**src/rtl/muldiv_unit.sv**
```systemverilog
// Iterative MULT/MULTU/DIV/DIVU unit with HI/LO registers and MTHI/MTLO.
// Define MULDIV_MADD_EN to make MADD/MSUB accumulate into {hi,lo}.
module muldiv_unit #(
  parameter int WIDTH = 32,
  parameter int CNT_W = $clog2(WIDTH) + 1
) (
  input  logic             clk,
  input  logic             rst,
  input  logic             start,
  input  logic [2:0]       op,
  input  logic [WIDTH-1:0] opa,
  input  logic [WIDTH-1:0] opb,
  input  logic             flush,
  output logic             busy,
  output logic             done,
  output logic [WIDTH-1:0] hi,
  output logic [WIDTH-1:0] lo,
  output logic             div_zero
);

  localparam logic [1:0] S_IDLE = 2'd0;
  localparam logic [1:0] S_MUL  = 2'd1;
  localparam logic [1:0] S_DIV  = 2'd2;
  localparam logic [1:0] S_FIN  = 2'd3;

  localparam logic [2:0] OP_MULT  = 3'b000;
  localparam logic [2:0] OP_MULTU = 3'b001;
  localparam logic [2:0] OP_DIV   = 3'b010;
  localparam logic [2:0] OP_DIVU  = 3'b011;
  localparam logic [2:0] OP_MTHI  = 3'b100;
  localparam logic [2:0] OP_MTLO  = 3'b101;
  localparam logic [2:0] OP_MADD  = 3'b110;
  localparam logic [2:0] OP_MSUB  = 3'b111;

  localparam logic [1:0] K_MUL  = 2'd0;
  localparam logic [1:0] K_DIV  = 2'd1;
`ifdef MULDIV_MADD_EN
  localparam logic [1:0] K_MADD = 2'd2;
  localparam logic [1:0] K_MSUB = 2'd3;
`endif

  logic [1:0]         state_q, state_d;
  logic [CNT_W-1:0]   cnt_q, cnt_d;
  logic [WIDTH-1:0]   a_q, a_d;
  logic [2*WIDTH-1:0] acc_q, acc_d;
  logic               neg_q, neg_d;
  logic               rneg_q, rneg_d;
  logic               dz_q, dz_d;
  logic [1:0]         kind_q, kind_d;
  logic [WIDTH-1:0]   hi_q, hi_d;
  logic [WIDTH-1:0]   lo_q, lo_d;
  logic               busy_q, busy_d;
  logic               done_q, done_d;
  logic               divz_q, divz_d;

  logic               sgn;
  logic               last;
  logic [WIDTH-1:0]   a_abs, b_abs;
  logic [WIDTH:0]     mul_sum;
  logic [WIDTH:0]     div_r, div_diff;
  logic [2*WIDTH-1:0] prod;
  logic [WIDTH-1:0]   quo, rem;
`ifdef MULDIV_MADD_EN
  logic [2*WIDTH-1:0] hilo;
  assign hilo = {hi_q, lo_q};
`endif

  assign sgn   = (op == OP_MULT) || (op == OP_DIV) || (op[2:1] == 2'b11);
  assign a_abs = (sgn && opa[WIDTH-1]) ? -opa : opa;
  assign b_abs = (sgn && opb[WIDTH-1]) ? -opb : opb;
  assign last  = (cnt_q == CNT_W'(WIDTH - 1));

  // acc holds {partial product, multiplier} or {remainder, dividend/quotient}
  assign mul_sum  = {1'b0, acc_q[2*WIDTH-1:WIDTH]} + (acc_q[0] ? {1'b0, a_q} : '0);
  assign div_r    = {acc_q[2*WIDTH-1:WIDTH], acc_q[WIDTH-1]};
  assign div_diff = div_r - {1'b0, a_q};

  assign prod = neg_q ? -acc_q : acc_q;
  assign quo  = neg_q ? -acc_q[WIDTH-1:0] : acc_q[WIDTH-1:0];
  assign rem  = rneg_q ? -acc_q[2*WIDTH-1:WIDTH] : acc_q[2*WIDTH-1:WIDTH];

  always_comb begin
    state_d = state_q;
    cnt_d   = cnt_q;
    a_d     = a_q;
    acc_d   = acc_q;
    neg_d   = neg_q;
    rneg_d  = rneg_q;
    dz_d    = dz_q;
    kind_d  = kind_q;
    hi_d    = hi_q;
    lo_d    = lo_q;
    busy_d  = busy_q;
    done_d  = 1'b0;
    divz_d  = 1'b0;
    unique case (state_q)
      S_IDLE: begin
        if (start && !flush) begin
          unique case (op)
            OP_MTHI: begin
              hi_d   = opa;
              done_d = 1'b1;
            end
            OP_MTLO: begin
              lo_d   = opa;
              done_d = 1'b1;
            end
            OP_MULT, OP_MULTU: begin
              state_d = S_MUL;
              kind_d  = K_MUL;
            end
            OP_DIV, OP_DIVU: begin
              state_d = S_DIV;
              kind_d  = K_DIV;
            end
`ifdef MULDIV_MADD_EN
            OP_MADD: begin
              state_d = S_MUL;
              kind_d  = K_MADD;
            end
            OP_MSUB: begin
              state_d = S_MUL;
              kind_d  = K_MSUB;
            end
`else
            OP_MADD, OP_MSUB: done_d = 1'b1;
`endif
            default: ;
          endcase
          if (state_d != S_IDLE) begin
            busy_d = 1'b1;
            cnt_d  = '0;
            neg_d  = sgn && (opa[WIDTH-1] ^ opb[WIDTH-1]);
            rneg_d = sgn && opa[WIDTH-1];
            dz_d   = (opb == '0);
            if (state_d == S_MUL) begin
              a_d   = a_abs;
              acc_d = {{WIDTH{1'b0}}, b_abs};
            end else begin
              a_d   = b_abs;
              acc_d = {{WIDTH{1'b0}}, a_abs};
            end
          end
        end
      end
      S_MUL: begin
        if (flush) begin
          state_d = S_IDLE;
          busy_d  = 1'b0;
        end else begin
          acc_d = {mul_sum, acc_q[WIDTH-1:1]};
          cnt_d = cnt_q + CNT_W'(1);
          if (last) state_d = S_FIN;
        end
      end
      S_DIV: begin
        if (flush) begin
          state_d = S_IDLE;
          busy_d  = 1'b0;
        end else begin
          // a set borrow bit means the trial subtraction failed: restore
          acc_d = div_diff[WIDTH]
                ? {div_r[WIDTH-1:0], acc_q[WIDTH-2:0], 1'b0}
                : {div_diff[WIDTH-1:0], acc_q[WIDTH-2:0], 1'b1};
          cnt_d = cnt_q + CNT_W'(1);
          if (last) state_d = S_FIN;
        end
      end
      S_FIN: begin
        state_d = S_IDLE;
        busy_d  = 1'b0;
        if (!flush) begin
          done_d = 1'b1;
          if (kind_q == K_DIV) begin
            hi_d   = rem;
            lo_d   = dz_q ? {WIDTH{1'b1}} : quo;
            divz_d = dz_q;
`ifdef MULDIV_MADD_EN
          end else if (kind_q == K_MADD) begin
            {hi_d, lo_d} = hilo + prod;
          end else if (kind_q == K_MSUB) begin
            {hi_d, lo_d} = hilo - prod;
`endif
          end else begin
            {hi_d, lo_d} = prod;
          end
        end
      end
      default: state_d = S_IDLE;
    endcase
  end

  always_ff @(posedge clk or posedge rst) begin
    if (rst) begin
      state_q <= S_IDLE;
      cnt_q   <= '0;
      a_q     <= '0;
      acc_q   <= '0;
      neg_q   <= 1'b0;
      rneg_q  <= 1'b0;
      dz_q    <= 1'b0;
      kind_q  <= K_MUL;
      hi_q    <= '0;
      lo_q    <= '0;
      busy_q  <= 1'b0;
      done_q  <= 1'b0;
      divz_q  <= 1'b0;
    end else begin
      state_q <= state_d;
      cnt_q   <= cnt_d;
      a_q     <= a_d;
      acc_q   <= acc_d;
      neg_q   <= neg_d;
      rneg_q  <= rneg_d;
      dz_q    <= dz_d;
      kind_q  <= kind_d;
      hi_q    <= hi_d;
      lo_q    <= lo_d;
      busy_q  <= busy_d;
      done_q  <= done_d;
      divz_q  <= divz_d;
    end
  end

  assign busy     = busy_q;
  assign done     = done_q;
  assign hi       = hi_q;
  assign lo       = lo_q;
  assign div_zero = divz_q;

endmodule

```
**config.mk**
```make
export PLATFORM = sky130hd
export DESIGN_NAME = muldiv_unit
export DESIGN_NICKNAME = d
export VERILOG_FILES = /design/src/rtl/muldiv_unit.sv
export SDC_FILE = /design/constraint.sdc
export NUM_CORES = 1
export LEC_CHECK = 0
export CORE_MARGIN = 4
export CORE_UTILIZATION = 25
export CTS_BUF_LIST = sky130_fd_sc_hd__clkbuf_4 sky130_fd_sc_hd__clkbuf_8 sky130_fd_sc_hd__clkbuf_16
export DETAILED_ROUTE_END_ITERATION = 16
export PLACE_DENSITY = 0.44
export RECOVER_POWER = 50
export SYNTH_ARGS = -nofsm -noshare
export SYNTH_HDL_FRONTEND = slang
export SYNTH_SLANG_ARGS = --single-unit
export TNS_END_PERCENT = 1
```
**constraint.sdc**
```tcl
create_clock -name clk -period 5.5 [get_ports clk]
set_clock_uncertainty 0.15 [all_clocks]
set_input_delay 1.1 -clock clk [delete_from_list [all_inputs] [get_ports clk]]
set_output_delay 1.1 -clock clk [all_outputs]
set_load 0.05 [all_outputs]
```
==> results_dict.tcl, run 1 <==
set metrics [dict create \
    netlist.area_leader.share_pct 29.0 \
    num-nets-final 2168 \
    first_global_vias 14400 \
    switching_share_pct 53.6 \
    tns_ns 0 \
    cts_inserted_buffers 17 \
    initial_core_util_pct 25.4 \
    cp-startpoint "state_q[0]" \
    ys_async_sr_fraction_pct 100 \
    drtPass1Iterations 5 \
    postCtsHoldBufs 0 \
    report.final.hold_viol_count 0 \
    first_iter_violations 1061 \
    synthToLayoutAreaGrowth_pct 18.5 \
    endpoint_kind "register" \
    p_leak_nw 7.60 \
    max_stage_delay_ns 1.72 \
    num_antenna_cells 0 \
    crit_end "acc_q[31]" \
    slew_viol_final 292 \
    synth_cells 1947 \
    irDropWorstVdd_v 0.000309 \
    slowest_stage "ha_1" \
    yosysWarnings 0 \
    drive_above_1_share_pct 5.60 \
    routedWlPerCell_um 20.9 \
    yosysSeqAreaShare_pct 29.0 \
    switchingPower_mw 5.93 \
    vias 14900 \
    synth-edff-count 0 \
    reg2reg_to "acc_q[31]" \
    crit_buf_inv 3 \
    maxCapViolCount 5 \
    seqPwrFrac_pct 23.0 \
    synth.avg_cell_area_sq_um 7.76 \
    post-cts-setup-buffers 0 \
    place_congestion 0.923 \
    slew-limit-headroom_pct -118 \
    grt.total_usage_pct 18.0 \
    critical_path.cell_chain "ha_1, inv_1, nand2_1, or2_2, buf_4, buf_4, a21oi_1, a22o_1" \
    violations "max-capacitance violations, max-slew violations" \
    htreeDepth 4 \
    min_period_ns 4.81 \
    detailed_place_hpwl_um 46100 \
    worstRegToRegCells 8 \
    cp_top_family "adder cells" \
    power_frac_comb_pct 65.2 \
    synth.net_count 2093 \
    clkTransAtPathRegs_ns 0.08 \
    portBuffers 137 \
    cts_resized 0 \
    netlist_area_sq_um 15100 \
    layout.area.seq_sq_um 4380 \
    rsz0062_at_grt "no" \
    antenna_found_initial 2 \
    synth_top_area_cell "dfrtp_1" \
    fp.dieH_um 254 \
    synth_cell_types 73 \
    root_buffer "clkbuf_16" \
    core-area_sq_um 59500 \
    critPathLaunchType "register" \
    yosys_register_bits 175 \
    clockBufferDepth 2 \
    power.internal_mw 5.13 \
    die-width_um 254 \
    hp-start "lo[8]" \
    r2r_start "state_q[0]" \
    pin_count 138 \
    max_freq_mhz 208 \
    cpMostUsedCell "buf_4" \
    hold_depth 2 \
    multiInputGateArea_sq_um 10000 \
    p_clk_share_pct 11.7 \
    grt_max_degree 88 \
    setup_viol_count_final 0 \
    worstMarginPinSlew_ns 3.27 \
    synth_ff_type "dfrtp_1" \
    gr-total-overflow 0 \
    rows 89 \
    cp_max_fo 47 \
    r2r_setup_slack_ns 0.69 \
    outcome "complete, but fails checks" \
    cp.arrival_ns 4.99 \
    viasPerCell 5.30 \
    crit_required_ns 5.68 \
    cp.depth 8 \
    synthTopCellsByArea "dfrtp_1, o21ai_0, ha_1" \
    route.detailed.drc 0 \
    worstSetupPathType "register to register" \
    dieArea_sq_um 64400 \
    fin_util_pct 30.1 \
    clock_latency_ns 0.46 \
    fillers 6518 \
    grt_pass1_wl_um 90300 \
    fin_crit_sh_pct 87.4 \
    min_path_type "register to register" \
    cts_tree "built" \
    drt-total-wl_um 58800 \
    ant_nets 0 \
    cellPowerDensity_nw_per_um2 617 \
    cts.sinks 175 \
]
==> metal layers <==
layer  track usage, %  share of wire, %  up-vias
li1                 -                 -     7129
met1             26.0                48     7251
met2             28.3                45      444
met3             2.96               5.3       60
met4             4.22               2.0        0
met5                0                 0        -
==> worst min path at each step <==
| stage | to |
|---|---|
| global placement | hi[3] |
| global route | lo[2] |
| finish | lo[8] |
| detailed placement | lo[2] |
| CTS | lo[14] |
| floorplan | dz_q |
==> placed cells by master (no fill, tap or decap), types with 15 or more instances in the layout <==
master	instances
a21oi_1	123
xor2_1	69
nor2_1	186
clkdlybuf4s50_1	110
xnor2_1	101
inv_1	67
o22ai_1	34
ha_1	70
a22oi_1	40
o31ai_1	26
a31oi_1	17
mux2i_1	63
o41ai_1	18
clkbuf_16	17
mux2_2	15
a21o_1	41
nand2_1	239
o21ai_0	246
nor3_1	37
buf_4	39
dlygate4sd3_1	27
dfrtp_1	175
nand3_1	23
==> power groups by stage <==
| stage | registers [mW] | clock network [mW] | logic, mW |
|---|---|---|---|
| 2_1_floorplan | 3.06 | 0 | 4.40 |
| 3_3_place_gp | 2.56 | 0 | 7.19 |
| 3_5_place_dp | 2.57 | 0 | 7.16 |
| 4_1_cts | 2.55 | 1.33 | 7.20 |
| 5_1_grt | 2.64 | 1.38 | 7.92 |
| 6_report | 2.55 | 1.30 | 7.21 |
==> kinds of logic after synthesis <==
group | share of synthesized area (%)
and+or+nand+nor | 17.7
adders and majority gates | 6.31
muxes | 5.29
xor gates and xnor gates | 9.91
AOI/OAI and AO/OA | 26.9
buffers and inverters | 4.88
DFF | 29.0
==> state kept, by name (all words and copies together) (netlist names), 2 cells and up <==
register  cells
lo           32
hi           32
cnt_q         6
state_q       2
acc_q        64
a_q          32
==> final cells by class <==
type | instances | area share, %
Clock buffer | 17 | 2.38
Clock inverter | 15 | 0.901
Timing Repair Buffer | 180 | 9.38
Tap cell | 773 | 5.40
Sequential cell | 175 | 24.5
Inverter | 68 | 1.43
Multi-Input combinational cell | 1580 | 56.0
==> stage by stage <==
stage | cell area, sq um | total power, mW | hold WS [ns] | cells | worst slack (ns)
after CTS | 17900 | 11.1 | 0.341 | 2808 | 0.898
final | 17900 | 11.1 | 0.326 | 2808 | 0.691
after detailed placement | 17400 | 9.73 | 0.323 | 2776 | 0.915
after floorplan | 15100 | 7.46 | 0.294 | 1947 | 1.45
after global routing | 17900 | 11.9 | 0.364 | 2808 | 0.351
after global placement | 17400 | 9.75 | 0.318 | 2776 | 1.02
==> worst min-delay path: cells and delay by family, from the launching register on <==
kind,cells,cell delay [ns]
flip-flops,1,0.34
AO/OA/AOI/OAI,1,0.06
AND/OR/NAND/NOR,1,0.04
==> synth_stat cells, types with 26 or more instances <==
library cell  number
a21o_1            42
a21oi_1          123
a22oi_1           40
clkbuf_1          98
dfrtp_1          175
ha_1              73
inv_1             68
mux2i_1           63
nand2_1          239
nor2_1           186
nor3_1            37
o21ai_0          246
o22ai_1           34
o31ai_1           26
xnor2_1          101
xor2_1            70
Note: power is estimated with default switching activity, not from simulation.
==> run 2: changes to the inputs <==
- CELL_PAD_IN_SITES_DETAIL_PLACEMENT: unset -> 0
- CELL_PAD_IN_SITES_GLOBAL_PLACEMENT: unset -> 1
- PLACE_DENSITY: 0.44 -> 0.54
==> run 2 against run 1 <==
  * The flow still finishes with violations (max-capacitance violations, max-slew violations)
  * Via count shrank 0.34%
  * Die area did not move
  * Combinational power up 0.6%
  * Worst hold slack got worse by 0.0027 ns
==> results_dict.tcl, run 2 (synthesized netlist as in run 1, its figures left out) <==
set metrics [dict create \
    outcome "complete, but fails checks" \
    violations "max-capacitance violations, max-slew violations" \
    clock_latency_ns 0.46 \
    setup_viol_count_final 0 \
    route.detailed.drc 0 \
    routedWlPerCell_um 21.4 \
    cts.sinks 175 \
    maxCapViolCount 5 \
    layout_commonest_cell "o21ai_0" \
    grt_util_met3_pct 1.80 \
    endpoint_kind "register" \
    critPathLaunchType "register" \
    max_flop_register "acc_q" \
    die-width_um 254 \
    postCtsHoldBufs 0 \
    mostFrequentLayoutCells "o21ai_0, nand2_1, nor2_1" \
    cts_inserted_buffers 17 \
    antenna_found_initial 2 \
    grt.total_usage_pct 18.5 \
    rsz0062_at_grt "no" \
    cp_max_fo 72 \
    drtPass1Iterations 5 \
    power_mw 11.1 \
    layout.area.seq_sq_um 4380 \
    slew-limit-headroom_pct -109 \
    cts_resized 0 \
    r2r_start "state_q[0]" \
    vias 14800 \
    fin_util_pct 30.3 \
    worstSetupPathType "register to register" \
    first_global_vias 14500 \
    dp_slack_ns 0.866 \
    cp.arrival_ns 4.84 \
    portBuffers 137 \
    report.final.hold_viol_count 0 \
    fp.dieH_um 254 \
    cp-startpoint "state_q[0]" \
    dieArea_sq_um 64400 \
    fin_crit_sh_pct 84.9 \
    core-area_sq_um 59500 \
    worst_slack_ns 0.833 \
    htreeDepth 4 \
    largest_reg_flops 64 \
    cellPowerDensity_nw_per_um2 619 \
    p_leak_nw 7.65 \
    post_dp_cell_area_sq_um 17400 \
    num-nets-final 2174 \
    rows 89 \
    hp-start "hi[12]" \
    grt_pass1_wl_um 91800 \
    drive_above_1_share_pct 5.98 \
    drt-total-wl_um 60300 \
    place_congestion 0.872 \
    min_path_type "register to register" \
    viasPerCell 5.26 \
    slew_viol_final 296 \
    multiInputGateArea_sq_um 10000 \
    ant_nets 0 \
    grt_busiest_layer "met2" \
    grt_max_degree 76 \
    clkTransAtPathRegs_ns 0.08 \
    initial_core_util_pct 25.4 \
    min_period_ns 4.67 \
    dp.cells 2782 \
    synthToLayoutAreaGrowth_pct 19.1 \
    irDropWorstVdd_v 0.000402 \
    post-cts-setup-buffers 0 \
    max_freq_mhz 214 \
    root_buffer "clkbuf_16" \
    tns_ns 0 \
    crit_required_ns 5.67 \
    whs_ns 0.324 \
    cts_tree "built" \
    final_cells 2819 \
    detailed_place_hpwl_um 47300 \
    fillers 6478 \
    grtUsageMet2_pct 30.3 \
    grtUsageMet1_pct 26.4 \
    gr-total-overflow 0 \
    pin_count 138 \
    clockBufferDepth 2 \
    design_area_sq_um 18000 \
    worstMarginPinSlew_ns 3.14 \
    first_iter_violations 1086 \
]
## run 2: cell types whose count changed in the layout (fill, tap and decap cells not counted), sizes merged
cell    change
bufinv      +1
inv         -2
diode       +5
clkinv      +1
buf         +6
## run 2: layout make-up
class / instances / share of cell area [%]
inverters: 68 / 1.43
clock buffers: 17 / 2.36
flip-flops and latches: 175 / 24.3
diodes: 5 / 0.0695
clock inverters: 15 / 1.07
repair buffers: 186 / 9.60
multi-input cells: 1580 / 55.8
well taps: 773 / 5.37
## run 2: metal layers
| layer | vias to the layer above | wire [um] |
|---|---|---|
| met2 | 350 | 28100 |
| met4 | 0 | 874 |
| met1 | 7265 | 29100 |
| met3 | 49 | 2300 |
| li1 | 7169 | - |
| met5 | - | 0 |
## run 2: path summary, 6_finish.rpt
check	cells past startpoint	slack, ns	endpoint
hold reg to reg	1	0.32	hi[12]
setup reg to reg	6	0.83	acc_q[0]
max in group asynchronous	3	1.18	acc_q[26]
min in group asynchronous	2	1.35	lo[1]
hold / removal	1	0.32	hi[12]
setup / recovery	6	0.83	acc_q[0]
## run 2: worst max-delay path, stage by stage (launching register included)
cell and delay, ns:
dfrtp_1 0.52, inv_1 0.12, ha_2 0.62, clkbuf_1 2.20
nand2_1 0.45, a21oi_1 0.29, o22ai_1 0.12
## run 2: report_power, final
| part | internal [mW] | total [mW] | switching [mW] |
|---|---|---|---|
| registers | 1.84 | 2.54 | 0.701 |
| clock network | 0.698 | 1.36 | 0.660 |
| logic | 2.64 | 7.25 | 4.61 |
==> run 3: changes to the inputs <==
- clock period: 5.5 -> 3.9 ns (I/O delays scaled with it)
==> run 3 against run 2 <==
  * The run still ends with max-capacitance violations, max-slew violations left
  * Power up 49%
  * Utilization up 2.3 points
  * Count of clock-buffer cells in the layout up 2
  * Sequential cell count unchanged
  * Die area unchanged
  * Worst hold slack better by 0.0035 ns
  * Clock power up 42%
==> results_dict.tcl, run 3 (synthesized netlist as in run 1, its figures left out) <==
set metrics [dict create \
    max_stage_delay_ns 0.55 \
    drtPass1Iterations 8 \
    antenna_found_initial 1 \
    maxCapViolCount 1 \
    fin_util_pct 32.5 \
    slew-limit-headroom_pct -7.84 \
    grt_max_degree 72 \
    violations "max-capacitance violations, max-slew violations" \
    clockBufferDepth 2 \
    cp_max_fo 2 \
    fp.dieH_um 254 \
    first_global_vias 15100 \
    dieArea_sq_um 64400 \
    vias 15300 \
    slowest_stage "or4_4" \
    fin_crit_sh_pct 97.5 \
    gr-total-overflow 0 \
    grt.total_usage_pct 19.1 \
    min_period_ns 3.80 \
    initial_core_util_pct 25.4 \
    critPathLaunchType "register" \
    min_path_type "register to register" \
    crit_required_ns 4.12 \
    setup_viol_count_final 0 \
    core-area_sq_um 59500 \
    cpMostUsedCell "or4_4" \
    worstMarginPinSlew_ns 1.62 \
    pin_count 138 \
    report.final.hold_viol_count 0 \
    layout_commonest_cell "o21ai_0" \
    cts_tree "built" \
    max_freq_mhz 263 \
    mostFrequentLayoutCells "o21ai_0, nand2_1, buf_4" \
    cp.arrival_ns 4.02 \
    cp_top_family "simple AND/OR/NAND/NOR gates" \
    design_area_sq_um 19400 \
    htreeDepth 4 \
    endpoint_kind "register" \
    route.detailed.drc 0 \
    cts_inserted_buffers 17 \
    post-cts-setup-buffers 0 \
    drive_above_1_share_pct 13.5 \
    largest_reg_flops 64 \
    ant_nets 0 \
    crit_buf_inv 0 \
    cts.sinks 175 \
    critical_path.cell_chain "or4_4, or4_4, or4_4, or2_4, o41a_1, or4_4, o21ai_1, xor2_1, a211oi_1, a21o_1" \
    detailed_place_hpwl_um 49600 \
    synthToLayoutAreaGrowth_pct 28.1 \
    rows 89 \
    post_dp_cell_area_sq_um 18700 \
    max_flop_register "acc_q" \
    die-width_um 254 \
    grt_pass1_wl_um 94500 \
    clkTransAtPathRegs_ns 0.07 \
    postCtsHoldBufs 0 \
    place_congestion 0.897 \
    irDropWorstVdd_v 0.000487 \
    num-nets-final 2335 \
    routedWlPerCell_um 20.8 \
    drt-total-wl_um 61800 \
    rsz0062_at_grt "no" \
    first_iter_violations 997 \
    root_buffer "clkbuf_16" \
    p_leak_nw 8.48 \
    outcome "complete, but fails checks" \
    clock_latency_ns 0.48 \
    cellPowerDensity_nw_per_um2 861 \
    worstSetupPathType "register to register" \
    portBuffers 137 \
    slew_viol_final 58 \
    viasPerCell 5.15 \
]
[run 3: cell count changes in the layout (fill, tap and decap cells not counted), moves of 2 or more]
cell,change
a221oi_1,-3
buf_12,+5
o21ai_0,-3
buf_4,+155
diode_2,-4
or4_1,-2
a221oi_2,+3
or4_4,+2
o21ai_1,+3
dlygate4sd3_1,-2
clkdlybuf4s50_1,+2
inv_8,-4
[run 3: path summary, 6_finish.rpt]
check | start | end | slack (ns) | cells after the start
worst min-delay path | hi[2] | hi[2] | 0.33 | 2
worst min register to register | hi[2] | hi[2] | 0.33 | 2
worst max register to register | acc_q[14] | hi[23] | 0.1 | 10
max in group asynchronous | rst | a_q[25] | 0.88 | 3
worst max-delay path | acc_q[14] | hi[23] | 0.1 | 10
min in group asynchronous | rst | acc_q[12] | 0.72 | 2
[run 3: metal layers]
| metal | vias up | global-route usage [%] | part of all wire, % |
|---|---|---|---|
| met4 | 0 | 4.75 | 2.0 |
| met1 | 7416 | 27.2 | 48 |
| li1 | 7484 | - | - |
| met2 | 371 | 30.7 | 46 |
| met5 | - | 0 | 0 |
| met3 | 54 | 2.44 | 4.1 |
[run 3: what timing repair did]
item / CTS / global route
setup endpoints to repair: 12 / 34
resized for setup: 9 / 11
hold endpoints to repair: 0 / 0
gates cloned: 0 / 0
pin swaps: 4 / 3
[run 3: area by class of cell]
cell class | count | area (sq um)
Fill cell | 6394 | 40100
Multi-Input combinational cell | 1580 | 10100
Sequential cell | 175 | 4380
Timing Repair Buffer | 347 | 3000
Tap cell | 773 | 967
Clock buffer | 19 | 447
Inverter | 68 | 256
Clock inverter | 13 | 175
Antenna cell | 1 | 2.50
[run 3: worst min-delay path, delay by kind of cell (launching register included)]
| family | cells | cell delay, ns |
|---|---|---|
| AND/OR/NAND/NOR | 1 | 0.04 |
| AO/OA/AOI/OAI | 1 | 0.06 |
| flip-flops | 1 | 0.34 |
[run 3: report_power, final]
group / switching, mW / total (mW) / internal (mW)
registers: 0.682 / 3.28 / 2.60
clock network: 0.883 / 1.93 / 1.05
logic: 7.04 / 11.4 / 4.40
total: 8.61 / 16.7 / 8.05
[run 3: stage by stage]
step | power [mW] | setup TNS [ns] | hold slack, ns | setup slack [ns] | cells
final | 16.7 | 0 | 0.327 | 0.0977 | 2976
after global placement | 14.7 | -1.29 | 0.317 | -0.174 | 2943
after floorplan | 10.5 | -0.723 | 0.294 | -0.152 | 1947
after global routing | 18.0 | 0 | 0.355 | 0.00512 | 2975
after CTS | 16.7 | -0.0170 | 0.339 | -0.0170 | 2975
after detailed placement | 14.7 | -1.04 | 0.319 | -0.249 | 2943
